File: src/rtl/rv_decode_stage.sv
// rv_decode_stage: registered RV32I decode stage between fetch and execute.
//
// Splits each accepted instruction into its fields, builds the sign-extended
// immediate and classifies its format. The decoded entry is registered, so
// every out_* comes straight from flops. A main register plus a skid
// register keep full throughput under backpressure; in_ready depends only
// on registered state (and reset), never on out_ready.
//
// Ports:
//   clk, rst_n          clock, synchronous active-low reset
//   flush               discard all held entries; the input of that cycle is dropped
//   in_valid/in_ready   upstream handshake; in_instr/in_pc carried with it
//   out_valid/out_ready downstream handshake
//   out_pc .. out_fmt   decoded fields, immediate and format code of the main entry
//   out_illegal         opcode outside the RV32I base set
//
// Configuration macro:
//   DECODE_ILLEGAL_CHECK_EN  when defined, out_illegal flags unknown formats,
//                            non-32-bit encodings and bad funct7 on OP; when
//                            undefined out_illegal is tied to 0.

module rv_decode_stage #(
  parameter int unsigned XLEN = 32,
  parameter int unsigned PC_W = 32
) (
  input  logic            clk,
  input  logic            rst_n,
  input  logic            flush,
  input  logic            in_valid,
  output logic            in_ready,
  input  logic [31:0]     in_instr,
  input  logic [PC_W-1:0] in_pc,
  output logic            out_valid,
  input  logic            out_ready,
  output logic [PC_W-1:0] out_pc,
  output logic [6:0]      out_opcode,
  output logic [4:0]      out_rd,
  output logic [2:0]      out_funct3,
  output logic [4:0]      out_rs1,
  output logic [4:0]      out_rs2,
  output logic [6:0]      out_funct7,
  output logic [XLEN-1:0] out_imm,
  output logic [2:0]      out_fmt,
  output logic            out_illegal
);

  // Format codes
  localparam logic [2:0] FmtR   = 3'd0;
  localparam logic [2:0] FmtI   = 3'd1;
  localparam logic [2:0] FmtS   = 3'd2;
  localparam logic [2:0] FmtB   = 3'd3;
  localparam logic [2:0] FmtU   = 3'd4;
  localparam logic [2:0] FmtJ   = 3'd5;
  localparam logic [2:0] FmtUnk = 3'd7;

  // RV32I base opcodes
  localparam logic [6:0] OpOp     = 7'h33;
  localparam logic [6:0] OpLoad   = 7'h03;
  localparam logic [6:0] OpOpImm  = 7'h13;
  localparam logic [6:0] OpJalr   = 7'h67;
  localparam logic [6:0] OpSystem = 7'h73;
  localparam logic [6:0] OpFence  = 7'h0F;
  localparam logic [6:0] OpStore  = 7'h23;
  localparam logic [6:0] OpBranch = 7'h63;
  localparam logic [6:0] OpLui    = 7'h37;
  localparam logic [6:0] OpAuipc  = 7'h17;
  localparam logic [6:0] OpJal    = 7'h6F;

  typedef struct packed {
    logic [PC_W-1:0] pc;
    logic [6:0]      opcode;
    logic [4:0]      rd;
    logic [2:0]      funct3;
    logic [4:0]      rs1;
    logic [4:0]      rs2;
    logic [6:0]      funct7;
    logic [XLEN-1:0] imm;
    logic [2:0]      fmt;
    logic            illegal;
  } entry_t;

  typedef enum logic [1:0] {
    StEmpty = 2'd0,
    StFull  = 2'd1,
    StSkid  = 2'd2
  } state_e;

  state_e state_q, state_d;
  entry_t main_q, main_d;
  entry_t skid_q, skid_d;
  entry_t dec;

  logic        in_xfer;
  logic        out_xfer;
  logic [31:0] imm32;
  logic [2:0]  fmt;
  logic        illegal;

  // ---------------------------------------------------------------------------
  // Combinational decode of the incoming word
  // ---------------------------------------------------------------------------
  always_comb begin
    imm32 = 32'h0;
    fmt   = FmtUnk;
    unique case (in_instr[6:0])
      OpOp: begin
        fmt   = FmtR;
        imm32 = 32'h0;
      end
      OpLoad, OpOpImm, OpJalr, OpSystem, OpFence: begin
        fmt   = FmtI;
        imm32 = {{20{in_instr[31]}}, in_instr[31:20]};
      end
      OpStore: begin
        fmt   = FmtS;
        imm32 = {{20{in_instr[31]}}, in_instr[31:25], in_instr[11:7]};
      end
      OpBranch: begin
        fmt   = FmtB;
        imm32 = {{19{in_instr[31]}}, in_instr[31], in_instr[7], in_instr[30:25],
                 in_instr[11:8], 1'b0};
      end
      OpLui, OpAuipc: begin
        fmt   = FmtU;
        imm32 = {in_instr[31:12], 12'h000};
      end
      OpJal: begin
        fmt   = FmtJ;
        imm32 = {{11{in_instr[31]}}, in_instr[31], in_instr[19:12], in_instr[20],
                 in_instr[30:21], 1'b0};
      end
      default: begin
        fmt   = FmtUnk;
        imm32 = 32'h0;
      end
    endcase
  end

`ifdef DECODE_ILLEGAL_CHECK_EN
  // OP only defines funct7 = 0x00 (base) and 0x20 (SUB/SRA) in RV32I.
  assign illegal = (fmt == FmtUnk) || (in_instr[1:0] != 2'b11) ||
                   ((in_instr[6:0] == OpOp) && (in_instr[31:25] != 7'h00) &&
                    (in_instr[31:25] != 7'h20));
`else
  assign illegal = 1'b0;
`endif

  always_comb begin
    dec.pc      = in_pc;
    dec.opcode  = in_instr[6:0];
    dec.rd      = in_instr[11:7];
    dec.funct3  = in_instr[14:12];
    dec.rs1     = in_instr[19:15];
    dec.rs2     = in_instr[24:20];
    dec.funct7  = in_instr[31:25];
    // Signed cast sign-extends the 32-bit immediate to any XLEN >= 32.
    dec.imm     = XLEN'(signed'(imm32));
    dec.fmt     = fmt;
    dec.illegal = illegal;
  end

  // ---------------------------------------------------------------------------
  // Handshake FSM: state register
  // ---------------------------------------------------------------------------
  always_ff @(posedge clk) begin
    if (!rst_n) begin
      state_q <= StEmpty;
      main_q  <= '0;
      skid_q  <= '0;
    end else begin
      state_q <= state_d;
      main_q  <= main_d;
      skid_q  <= skid_d;
    end
  end

  assign in_xfer  = in_valid & in_ready;
  assign out_xfer = out_valid & out_ready;

  // ---------------------------------------------------------------------------
  // Handshake FSM: next state and entry movement
  // ---------------------------------------------------------------------------
  always_comb begin
    state_d = state_q;
    main_d  = main_q;
    skid_d  = skid_q;
    if (flush) begin
      // Held data is left in place; only validity is dropped.
      state_d = StEmpty;
    end else begin
      unique case (state_q)
        StEmpty: begin
          if (in_xfer) begin
            state_d = StFull;
            main_d  = dec;
          end
        end
        StFull: begin
          if (in_xfer && out_xfer) begin
            main_d = dec;
          end else if (in_xfer) begin
            state_d = StSkid;
            skid_d  = dec;
          end else if (out_xfer) begin
            state_d = StEmpty;
          end
        end
        StSkid: begin
          if (out_xfer) begin
            state_d = StFull;
            main_d  = skid_q;
          end
        end
        default: state_d = StEmpty;
      endcase
    end
  end

  // ---------------------------------------------------------------------------
  // Handshake FSM: outputs
  // ---------------------------------------------------------------------------
  always_comb begin
    in_ready    = rst_n && (state_q != StSkid);
    out_valid   = (state_q != StEmpty);
    out_pc      = main_q.pc;
    out_opcode  = main_q.opcode;
    out_rd      = main_q.rd;
    out_funct3  = main_q.funct3;
    out_rs1     = main_q.rs1;
    out_rs2     = main_q.rs2;
    out_funct7  = main_q.funct7;
    out_imm     = main_q.imm;
    out_fmt     = main_q.fmt;
    out_illegal = main_q.illegal;
  end

endmodule

File: config.mk
export PLATFORM = sky130hd
export DESIGN_NAME = rv_decode_stage
export DESIGN_NICKNAME = d
export VERILOG_FILES = /design/src/rtl/rv_decode_stage.sv
export SDC_FILE = /design/constraint.sdc
export NUM_CORES = 1
export LEC_CHECK = 0
export CAP_MARGIN = 25
export CORE_AREA = 2 2 132 134
export CTS_BUF_LIST = sky130_fd_sc_hd__clkbuf_8
export CTS_CLUSTER_DIAMETER = 60
export CTS_CLUSTER_SIZE = 14
export DETAILED_ROUTE_END_ITERATION = 8
export DIE_AREA = 0 0 134 136
export GPL_TIMING_DRIVEN = 0
export PLACE_DENSITY = 0.77
export SLEW_MARGIN = 20
export SYNTH_ARGS = -nofsm -noshare
export SYNTH_HDL_FRONTEND = slang
export SYNTH_SLANG_ARGS = --single-unit
File: constraint.sdc
create_clock -name clk -period 2.07 [get_ports clk]
set_input_delay 0.3105 -clock clk [delete_from_list [all_inputs] [get_ports clk]]
set_output_delay 0.3105 -clock clk [all_outputs]
set_load 0.03 [all_outputs]
### Word level (Yosys, flattened, before mapping)

Cells that the tools add are included.

* register bits after elaboration: 201
* latch bits: 0
* bits in writable memories: 0
* ROM bits: 0
* logic and storage cells: 67
* memories: 0

* add/subtract/negate cells: 0
* multiply operators: 0
* div/mod/pow operators: 0
* magnitude comparators: 0
* equality and inequality tests: 19
* shift operators: 0
* muxes and demuxes: 12
* bitwise gates (word level): 5
* reductions and logical operators: 11

Operator list (number)
* 100-bit two-way mux: 3
* 100-bit one-hot mux with 3 select lines: 1
* 32-bit one-hot mux with 5 select lines: 1
* 7-bit equality test, second input constant: 4
* 7-bit by 6-bit equality test with 1-bit output, second input constant: 3
* 3-bit one-hot mux with 6 select lines: 1
* 7-bit by 5-bit equality test with 1-bit output, second input constant: 2
* 2-bit two-way mux: 5
* 2-bit != test, second input constant: 5
* 4-bit AND reduction: 2
* 7-bit by 2-bit equality test with 1-bit output, second input constant: 1
* 7-bit by 4-bit equality test with 1-bit output, second input constant: 1
* 2-bit one-hot mux with 3 select lines: 1
* 5-bit AND reduction: 1
* 5-bit OR reduction: 1
* 2-bit OR reduction: 2
* 3-bit != test, second input constant: 1
* 1-bit inverter: 3
* 3-bit nonzero test: 1
* 1-bit AND: 2
* 2-bit by 1-bit equality test with 1-bit output, second input constant: 1
* 2-bit equality test, second input constant: 1
* 1-bit logical AND: 2
* 2-bit zero test: 1
* 2-bit nonzero test: 1

### Depth between registers and ports, before layout

* depth in word-level cells: 6
* gate-level depth with buffers: 7
* mapped depth without buffers: 5

### Least setup slack after synthesis

OpenSTA, ideal clock, no wires.

* kind: register -> output
* start: register state_q[1]
* end: output in_ready
* data arrival time: 1368 ps
* setup slack: 391 ps
* stages on the path, launching flop included: 6
* path buffers: 3
* cells stage by stage: dfxtp_1 -> nor2b_1 -> buf_2 -> buf_4 -> clkbuf_1 -> nor2_1

* cells in the longest elaborated chain, start to end: 2

RTL lines
* from (decl): line 88 `state_e state_q, state_d;`
* from (signal assigned): line 167 `state_q <= StEmpty;`
* from (signal assigned): line 171 `state_q <= state_d;`
* 2-bit != test: line 223 `in_ready = rst_n && (state_q != StSkid);`
* 1-bit logical AND: line 223
* to (decl): line 30 `output logic in_ready,`

Every way passes these cells.

### Worst setup path after layout

Ends and elaborated chain as after synthesis.

==> results.yml <==
place:
  finalWeightedCongestion: 0.9189
  port_buffers: 166
  place_area_mm2: 0.01022
  hpwl_um: 18000
floorplanning:
  core-area_mm2: 0.01688
  initial_utilization_pct: 49.05
  die_h_um: 136
  die_w_um: 134
  rows: 48
  dieArea_mm2: 0.01822
  io_pins: 171
logic_synthesis:
  async_reset_ff_share_pct: 0
  syn_area_per_cell_um2: 7.975
  synth_cell_types: 57
  syn-num-nets: 1107
  synth-seq-cells: 200
  synth_edf_count: 0
  synthFlopType: "dfxtp_1"
  yosys_warnings: 0
  syn_area_mm2: 0.008278
  yosysSeqAreaShare_pct: 48.37
  netlist_instances: 1038
clock_network:
  clock_latency_ns: 0.47
  cts_tree: "built"
  numClockSinks: 200
  htree_levels: 4
  cts_hold_buf: 0
  path_clk_slew_ns: 0.10
  clockBufferDepth: 2
  cts_root_buf: "clkbuf_8"
  cts_buffers: 17
timing:
  fin_hold_ws_ns: 0.2262
  final.min_clock_period_ns: 1.947
  fin_worst_skew_ns: 0.009602
  final.setup.tns_ns: 0
  relSlewSlack_pct: 42.60
  rsz0062_at_grt: "false"
  period_share_pct: 94.06
  worst_pin_slew_ns: 0.8609
  drv_slew: 0
  finalHoldViolCount: 0
  fmax_mhz: 513.6
  setup_viol: 0
global_routing:
  grt_pass1_wl_um: 40010
  grt_max_degree: 19
  grt-ovfl-total: 0
  grt_use_total_pct: 27.83
  antenna_found_initial: 0
  grt_pass1_vias: 7703
setup_path:
  critPathMaxStageDelay_ns: 0.36
  setup.worst_path.start_class: "flop"
  worstPathCellList: "nor2b_1 -> buf_6 -> clkbuf_4 -> nor2_1 -> buf_4"
  end_kind: "output port"
  slowest_stage: "dfxtp_2"
  cp_data_arrival_time_ns: 1.64
  setup.worst_path.class: "flop to output port"
  crit_fanout: 10
  worstPathRequired_ns: 1.76
layout:
  drive_above_1_share_pct: 7.835
  design_area_mm2: 0.01073
  num_antenna_cells: 0
  nets: 1294
  area_growth_syn_to_layout_pct: 29.60
  post-route-util_pct: 63.57
power:
  clock_power_share_pct: 36.6
  combPwrFrac_pct: 12.8
  internal_power_mw: 5.845
  irDropWorstVdd_uv: 410.2
  powerDensity_mw_per_mm2: 737.1
  power_frac_seq_pct: 50.6
  swShare_pct: 26.09
  fin_total_pwr_mw: 7.908
  total_leakage_power_nw: 3.769
  p_switching_mw: 2.063
route:
  drcViolationCount: 0
  routedWlPerCell_um: 17.26
  via_count: 8258
  drt_iter0_markers: 782
  vias_per_cell: 5.645
  first_pass_iters: 6
  totalWireLength_um: 25250
  postRouteAntennaNets: 0
hold_path:
  holdCritPathClass: "input pin to flop"
flow_run:
  max-cap-violations: 0
status:
  outcome: "finished, final reports clean"
==> state kept, by name (all words and copies together), names as in the netlist <==
signal and flops:
out_funct7 7, skid_q 99, out_funct3 3, out_fmt 3
out_rs2 5, out_rd 5, state_q 2, out_pc 32
out_opcode 7, out_rs1 5, out_imm 32
==> power groups by stage <==
stage	Combinational (mW)	Clock, mW	Sequential (mW)
after floorplan	0.363	0	4.25
after global placement	0.997	0	4.09
after detailed placement	1.00	0	4.09
after CTS	1.01	2.92	4.00
after global routing	1.09	3.11	4.01
final	1.01	2.89	4.00
==> cells by family (layout without fill, tap and decap cells) <==
family	after synthesis	count (layout)	synth area share (%)
AND/OR/NAND/NOR	444	444	21.95
AO/OA/AOI/OAI	301	301	23.87
flip-flops	200	200	48.37
buffers and inverters	91	291	5.668
other	1	1	0.04530
XOR/XNOR	1	1	0.1058
==> worst paths after layout <==
path,start,to,slack (ns),cells after the start
setup / recovery,state_q[1],in_ready,0.12,5
hold / removal,in_instr[4],skid_q[65],0.23,4
setup reg to reg,state_q[1],out_imm[10],0.13,5
hold reg to reg,out_imm[28],out_imm[28],0.46,2
==> through the flow <==
step | setup WS, ns | std cells
after global placement | -1.017 | 1429
after floorplan | 0.3913 | 1038
final | 0.1230 | 1463
after CTS | 0.004284 | 1460
after detailed placement | -1.050 | 1429
after global routing | 0.003336 | 1463
==> repair_timing <==
| item | in CTS | in global routing |
|---|---|---|
| setup buffers | 0 | 3 |
| setup endpoints to repair | 2 | 3 |
| resized for setup | 17 | 3 |
| cloned | 0 | 0 |
==> cells in the mapped netlist, drive strengths merged (3+ instances only) <==
cell / instances / area share, %
buf: 44 / 3.5
nor3b: 5 / 0.45
o211ai: 3 / 0.27
nand2b: 5 / 0.38
dfxtp: 200 / 48
and2: 3 / 0.23
o21ai: 65 / 4.0
nand2: 303 / 14
a311oi: 66 / 7.0
o32ai: 4 / 0.42
nor3: 4 / 0.24
a22oi: 13 / 1.2
clkbuf: 45 / 2.0
nand3: 5 / 0.30
a21oi: 108 / 6.6
and3: 16 / 1.2
nor2b: 3 / 0.23
nor2: 89 / 4.1
a31oi: 3 / 0.38
a221oi: 7 / 0.74
a22o: 6 / 0.63
o2bb2ai: 4 / 0.42
==> layout make-up <==
| class | instances | area, µm² |
|---|---|---|
| tap | 225 | 281.5 |
| clock buffer | 18 | 247.7 |
| buffer | 88 | 471.7 |
| fill | 1493 | 6148 |
| timing repair buffer | 169 | 1684 |
| multi-input combinational | 747 | 3811 |
| sequential | 200 | 4006 |
| clock inverter | 14 | 217.7 |
| inverter | 2 | 7.507 |
==> cells in the final DEF (no fill, tap or decap), drive strengths merged, types with 2 or more instances in the layout <==
cell	netlist	layout
o21a	2	2
inv	2	6
a22oi	13	13
o221ai	2	2
nor3	4	4
dfxtp	200	200
a211oi	2	2
o21ai	65	65
nand3	5	5
a21boi	2	2
nor3b	5	5
a311oi	66	66
clkbuf	45	63
o211ai	3	3
or3	2	2
and3b	2	2
nor2b	3	3
clkdlybuf4s50	0	163
a211o	2	2
buf	44	47
and2	3	3
clkinv	0	5
nand4	2	2
nand2	303	303
bufinv	0	5
o32ai	4	4
a22o	6	6
o2bb2ai	4	4
a31oi	3	3
and3	16	16
a21oi	108	108
a31o	2	2
nand2b	5	5
a221oi	7	7
nor2	89	89
==> layer usage <==
layer | wire length (µm) | vias to the layer above | global-route usage (%)
li1 | - | 3994 | -
met1 | 10800 | 3852 | 36.71
met2 | 11740 | 359 | 44.79
met3 | 2086 | 53 | 6.711
met4 | 621 | 0 | 9.574
met5 | 0 | - | 0
==> critical path: cells and delay by family (launching register included) <==
family / cells / cell delay, ns
buf+inv: 3 / 0.49
flops: 1 / 0.36
simple gates: 2 / 0.30
No activity file was read; power rests on OpenSTA's default activity.
